--- src/rtl/rbus_pkg.sv ---
// Shared word layout, flag bit positions and FSM state types for the RBUS
// store-and-forward packet buffer.
package rbus_pkg;

   localparam int WORD_W = 72;
   localparam int LEN_HI = 67;
   localparam int LEN_LO = 64;
   localparam int LEN_W  = LEN_HI - LEN_LO + 1;

   // Bit positions inside i_rdy and i_rdyE
   localparam int RDY_ONE    = 0;
   localparam int RDY_TWO    = 1;
   localparam int RDYE_EMPTY = 0;
   localparam int RDYE_HALF  = 1;

   typedef enum logic {W_IDLE, W_PKT} wstate_t;
   typedef enum logic {R_IDLE, R_PKT} rstate_t;

   function automatic logic [LEN_W-1:0] hdrLen(input logic [WORD_W-1:0] word);
      return word[LEN_HI:LEN_LO];
   endfunction

endpackage

--- src/rtl/rbus_fifo_ram.sv ---
// Simple dual-port word storage for the packet buffer: one write port and
// one read port whose data appears one cycle after the read is issued.
module rbus_fifo_ram
   import rbus_pkg::*;
#(
   parameter int DEPTH = 32,
   parameter int AW    = $clog2(DEPTH)
)(
   input  logic              clk_i,
   input  logic              we_i,
   input  logic [AW-1:0]     waddr_i,
   input  logic [WORD_W-1:0] wdata_i,
   input  logic              re_i,
   input  logic [AW-1:0]     raddr_i,
   output logic [WORD_W-1:0] rdata_o
);

   logic [WORD_W-1:0] mem [DEPTH];
   logic [WORD_W-1:0] rdata_q;

   always_ff @(posedge clk_i) begin
      if (we_i) mem[waddr_i] <= wdata_i;
      if (re_i) rdata_q <= mem[raddr_i];
   end

   assign rdata_o = rdata_q;

endmodule

--- src/rtl/rbus_pkt_buffer.sv ---
// Store-and-forward RBUS packet buffer: packets become visible to the reader
// only once their last word has been written and committed.
module rbus_pkt_buffer
   import rbus_pkg::*;
#(
   parameter int DEPTH  = 32,
   parameter int MAXLEN = 9
)(
   input  logic              clk,
   input  logic              rst,
   input  logic              i_stb,
   input  logic              i_sof,
   input  logic [WORD_W-1:0] i_data,
   output logic [1:0]        i_rdy,
   output logic [1:0]        i_rdyE,
   output logic              o_stb,
   output logic              o_sof,
   output logic [WORD_W-1:0] o_data,
   input  logic [1:0]        o_rdy,
   input  logic [1:0]        o_rdyE,
   output logic              ff_err
);

   localparam int AW = $clog2(DEPTH);
   localparam int PW = AW + 1;
   localparam logic [PW-1:0]    FULL_OCC  = PW'(DEPTH);
   localparam logic [LEN_W-1:0] MAXLEN_M1 = LEN_W'(MAXLEN - 1);
   localparam logic [1:0]       RDY_RST   = {DEPTH >= 2 * MAXLEN, DEPTH >= MAXLEN};

   wstate_t          wState_q, wState_d;
   logic [LEN_W-1:0] remain_q, remain_d;
   logic [PW-1:0]    wrPtr_q, wrPtr_d;
   logic [PW-1:0]    cmtPtr_q, cmtPtr_d;
   logic [PW-1:0]    rdPtr_q, rdPtr_d;
   logic             err_q, err_d;
   logic [1:0]       rdy_q, rdyE_q;

   rstate_t          rState_q;
   logic [LEN_W-1:0] rdCnt_q;
   logic             oStb_q, oSof_q;

   logic [LEN_W-1:0]  inLen, rdLeft;
   logic [PW-1:0]     wrBase, occNext;
   logic              baseFull, ramWe, pktAvail, rdIssue;
   logic [WORD_W-1:0] ramRData;
   logic              unusedInputs;

   assign unusedInputs = ^{o_rdy[1], o_rdyE};
   assign inLen = hdrLen(i_data);

   // A header arriving mid-packet restarts writing from the commit point
   assign wrBase   = (wState_q == W_PKT && i_sof) ? cmtPtr_q : wrPtr_q;
   assign baseFull = (wrBase - rdPtr_q) == FULL_OCC;

   always_comb begin
      wState_d = wState_q;
      remain_d = remain_q;
      wrPtr_d  = wrPtr_q;
      cmtPtr_d = cmtPtr_q;
      err_d    = err_q;
      ramWe    = 1'b0;
      if (i_stb) begin
         if (i_sof) begin
            if (wState_q == W_PKT) err_d = 1'b1;
            if (baseFull) begin
               wrPtr_d  = cmtPtr_q;
               wState_d = W_IDLE;
               err_d    = 1'b1;
            end else begin
               ramWe   = 1'b1;
               wrPtr_d = wrBase + PW'(1);
               if (inLen > MAXLEN_M1) err_d = 1'b1;
               if (inLen == '0) begin
                  cmtPtr_d = wrBase + PW'(1);
                  wState_d = W_IDLE;
               end else begin
                  remain_d = inLen;
                  wState_d = W_PKT;
               end
            end
         end else if (wState_q == W_IDLE) begin
            err_d = 1'b1;
         end else if (baseFull) begin
            wrPtr_d  = cmtPtr_q;
            wState_d = W_IDLE;
            err_d    = 1'b1;
         end else begin
            ramWe    = 1'b1;
            wrPtr_d  = wrPtr_q + PW'(1);
            remain_d = remain_q - LEN_W'(1);
            if (remain_q == LEN_W'(1)) begin
               cmtPtr_d = wrPtr_q + PW'(1);
               wState_d = W_IDLE;
            end
         end
      end
   end

   // Header length is taken straight off the RAM output while the header is presented
   assign pktAvail = cmtPtr_q != rdPtr_q;
   assign rdLeft   = oSof_q ? hdrLen(ramRData) : rdCnt_q;
   assign rdIssue  = (rState_q == R_IDLE) ? (pktAvail && o_rdy[0]) : (rdLeft != '0);
   assign rdPtr_d  = rdIssue ? rdPtr_q + PW'(1) : rdPtr_q;
   assign occNext  = wrPtr_d - rdPtr_d;

   always_ff @(posedge clk) begin
      if (rst) begin
         wState_q <= W_IDLE;
         remain_q <= '0;
         wrPtr_q  <= '0;
         cmtPtr_q <= '0;
         err_q    <= 1'b0;
         rdy_q    <= RDY_RST;
         rdyE_q   <= 2'b11;
      end else begin
         wState_q <= wState_d;
         remain_q <= remain_d;
         wrPtr_q  <= wrPtr_d;
         cmtPtr_q <= cmtPtr_d;
         err_q    <= err_d;
         rdy_q[RDY_ONE]     <= (DEPTH - int'(occNext)) >= MAXLEN;
         rdy_q[RDY_TWO]     <= (DEPTH - int'(occNext)) >= 2 * MAXLEN;
         rdyE_q[RDYE_EMPTY] <= occNext == '0;
         rdyE_q[RDYE_HALF]  <= int'(occNext) < DEPTH / 2;
      end
   end

   always_ff @(posedge clk) begin
      if (rst) begin
         rState_q <= R_IDLE;
         rdPtr_q  <= '0;
         rdCnt_q  <= '0;
         oStb_q   <= 1'b0;
         oSof_q   <= 1'b0;
      end else begin
         rdPtr_q <= rdPtr_d;
         oStb_q  <= rdIssue;
         oSof_q  <= rdIssue && (rState_q == R_IDLE);
         case (rState_q)
            R_IDLE: if (rdIssue) rState_q <= R_PKT;
            R_PKT: begin
               if (rdIssue) rdCnt_q <= rdLeft - LEN_W'(1);
               else rState_q <= R_IDLE;
            end
            default: rState_q <= R_IDLE;
         endcase
      end
   end

   rbus_fifo_ram #(.DEPTH(DEPTH), .AW(AW)) uRam (
      .clk_i   (clk),
      .we_i    (ramWe),
      .waddr_i (wrBase[AW-1:0]),
      .wdata_i (i_data),
      .re_i    (rdIssue),
      .raddr_i (rdPtr_q[AW-1:0]),
      .rdata_o (ramRData)
   );

   assign o_stb  = oStb_q;
   assign o_sof  = oSof_q;
   assign o_data = oStb_q ? ramRData : '0;
   assign ff_err = err_q;
   assign i_rdy  = rdy_q;
   assign i_rdyE = rdyE_q;

endmodule

--- config.mk ---
export PLATFORM = sky130hd
export DESIGN_NAME = rbus_pkt_buffer
export DESIGN_NICKNAME = d
export VERILOG_FILES = /design/src/rtl/rbus_pkg.sv /design/src/rtl/rbus_fifo_ram.sv /design/src/rtl/rbus_pkt_buffer.sv
export SDC_FILE = /design/constraint.sdc
export NUM_CORES = 2
export LEC_CHECK = 0
export CORE_MARGIN = 4
export CORE_UTILIZATION = 39
export DETAILED_ROUTE_END_ITERATION = 7
export PLACE_DENSITY_LB_ADDON = 0.15
export SLEW_MARGIN = 20
export SYNTH_ARGS = -nofsm -noshare
export SYNTH_HDL_FRONTEND = slang
export SYNTH_SLANG_ARGS = --single-unit
--- constraint.sdc ---
create_clock -name clk -period 12.1 [get_ports clk]
set_clock_uncertainty 0.2 [all_clocks]
set_input_delay 2.42 -clock clk [delete_from_list [all_inputs] [get_ports clk]]
set_output_delay 2.42 -clock clk [all_outputs]
set_load 0.02 [all_outputs]
==> flow_summary_export.csv <==
group,metric,value,unit
outcome,status,"completed",
global_routing,antenna_found_initial,21,
route,via_per_inst,5.54,
timing,rsz0062_at_grt,"no",
clocking,cts_buffers,279,
setup_path,critical_path_class,"input port to flip-flop",
timing,slew_violations,0,
power,p_leak,32.6,nW
route,ant_nets,0,
clocking,root_buffer,"clkbuf_16",
floorplanning,core_area,235000,µm²
setup_path,reg2reg_setup_slack,5350,ps
timing,timing.final.crit_share,70.1,%
setup_path,start_kind,"input port",
yosys,synth_cell_types,53,
timing,maxSlewHeadroom,23.6,%
placement,hpwl,119000,µm
power,power_density,170,nW/µm²
cells_and_area,drive_above_1_share,28.7,%
timing,setup_ws,3620,ps
yosys,ys.flop_type,"edfxtp_1",
yosys,synth_edf_count,2376,
setup_path,cp-end-kind,"flip-flop",
yosys,synth_nets,4041,
timing,whs,266,ps
setup_path,cp_top_family,"simple AND/OR/NAND/NOR gates",
timing,setup_viol,0,
setup_path,critical_path_arrival,8800,ps
route,first_pass_iters,7,
route,m1WireLength,105000,µm
floorplanning,die-area,245000,µm²
yosys,avgSynthCellArea,23.4,µm²
route,num_vias,42279,
setup_path,crit_path_top_delay_cell,"nor2_4",
global_routing,grt_pass1_vias,43816,
run,cap_violations,0,
placement,place_congestion,0.718,
setup_path,slowest_delay,1080,ps
yosys,synthCells,3938,
route,drc,0,
cells_and_area,nNetsFinal,4389,
clocking,post_cts_buffers,0,
timing,worst_slew_pin_slew,1150,ps
route,drtIter0Drc,4367,
floorplanning,ios,159,
floorplanning,fp.dieH,495,µm
route,wl_met3,13100,µm
global_routing,grt_usage,18.9,%
yosys,synth_area,92300,µm²
route,dr_wl_met2,108000,µm
power,ir_drop,0.0000993,V
yosys,synthArstFlopShare,0,%
cells_and_area,fin_util,45.5,%
timing,hold_viol_final,0,
setup_path,cp.required,12420,ps
clocking,clk_pin_slew,60,ps
hold_path,min_path_type,"flip-flop to flip-flop",
placement,place_ws,2790,ps
route,wirelength,231000,µm
setup_path,cp_max_fo,32,
global_routing,overflow,0,
yosys,yosys_warnings,0,
floorplanning,initial_utilization,39.2,%
clocking,cts_hold_buf,0,
cells_and_area,areaGrowthSynthToFinish,15.9,%
timing,setup_tns,0,ps
yosys,yosysSeqAreaShare,78.0,%
clocking,tritoncts,"done",
setup_path,crit_buf_inv,4,
yosys,yosys_register_bits,2410,
route,wl_per_cell,30.3,µm
timing,period_needed,8480,ps
setup_path,crit_top_cell,"a21oi_1",
clocking,clock_latency,910,ps
route,routed.top_layer,"met5",
clocking,ctsResizeCount,0,
global_routing,grt_max_degree,136,
clocking,cts_sinks,2410,
global_routing,grt_pass1_wl,330000,µm
floorplanning,die_w,495,µm
setup_path,path_cells,"clkdlybuf4s50_1 > buf_4 > nand2_1 > a21oi_1 > inv_1 > ha_1 > a21oi_1 > a21oi_1 > o311ai_4 > nor2b_1 > nand2_1 > nor2_4 > buf_4",
floorplanning,row_count,178,
placement,port_buffers,155,
clocking,htreeDepth,5,
timing,fmax,0.118,GHz
clocking,clk_path_buf_depth,4,
==> worst reg2reg max path: cells and delay by family (launching register included) <==
kind                     cells  cell delay [ps]
AO/OA/AOI/OAI                4             1530
buffers and inverters        2              740
adder cells (fa/ha/maj)      1              370
AND/OR/NAND/NOR              4             2940
flip-flops                   1              540
==> path summary, 6_finish.rpt <==
check	cells after the start	from	to
hold reg to reg	2	rdCnt_q[0]	rdCnt_q[0]
setup reg to reg	11	wState_q	uRam.mem[18][57]
setup / recovery	13	i_sof	uRam.mem[18][57]
hold / removal	2	rdCnt_q[0]	rdCnt_q[0]
==> synth_stat cells (19+ instances only) <==
| master | n | area, µm² |
|---|---|---|
| clkbuf_1 | 144 | 541 |
| mux4_2 | 720 | 16200 |
| edfxtp_1 | 2376 | 71300 |
| nand2_1 | 246 | 923 |
| a21oi_1 | 22 | 110 |
| dfxtp_1 | 34 | 681 |
| mux2i_1 | 19 | 190 |
| ha_1 | 22 | 275 |
| and2_1 | 76 | 475 |
| nor2_1 | 68 | 255 |
| buf_1 | 38 | 143 |
==> per-stage QoR <==
stage / power (mW) / cell area (µm²) / cells
2_1_floorplan: 10.1 / 92300 / 3938
3_3_place_gp: 10.4 / 98500 / 7150
3_5_place_dp: 10.4 / 98600 / 7155
4_1_cts: 18.5 / 107000 / 7628
5_1_grt: 18.9 / 107000 / 7630
6_report: 18.2 / 107000 / 7633
==> kinds of logic (layout without fill, tap and decap cells) <==
kind of cell	Yosys count	count (layout)	synth area share, %
XOR/XNOR	26	26	0.263
AO/OA/AOI/OAI	71	71	0.515
AND/OR/NAND/NOR	446	446	2.16
flip-flops	2410	2410	78.0
other	0	5	0
multiplexers	742	742	17.8
adder cells (fa/ha/maj)	23	23	0.320
buffers and inverters	220	760	0.919
==> flip-flops by register name, summed over array words and instances (netlist names), 2 cells and up <==
| name | flops |
|---|---|
| wrPtr_q | 6 |
| uRam.mem | 2304 |
| uRam.rdata_o | 72 |
| i_rdyE | 2 |
| cmtPtr_q | 6 |
| rdPtr_q | 6 |
| rdCnt_q | 4 |
| remain_q | 4 |
| i_rdy | 2 |
==> layout make-up <==
cell class	instances	area (µm²)
clock inverter	133	1210
sequential	2410	72100
timing repair buffer	267	2620
clock buffer	340	7420
inverter	20	90.1
tap	3150	3940
multi-input combinational	1308	19700
fill	19714	128000
antenna	5	12.5
==> per-layer routing <==
layer  global-route usage, %  vias up
met3                    3.38      372
met4                    4.87        4
met1                    28.2    23276
met5                       0        -
met2                    29.0     1223
li1                        -    17404
==> power breakdown <==
part	total (mW)	internal, mW	switching, mW
logic	0.924	0.431	0.493
registers	9.28	9.25	0.0301
clock network	8.03	4.81	3.23
total	18.2	14.5	3.75
==> cell usage in the layout, fill, tap and decap left out, drive strengths merged, types with 15 or more instances in the layout <==
cell / instances
and2: 76
xnor2: 17
mux2i: 19
clkdlybuf4s50: 119
buf: 148
nand2: 246
edfxtp: 2376
clkbuf: 340
nor2: 68
mux4: 720
bufinv: 22
inv: 26
clkinv: 99
dfxtp: 34
a21oi: 22
ha: 22
nand3: 15
Note: power is estimated with default switching activity, not from simulation.
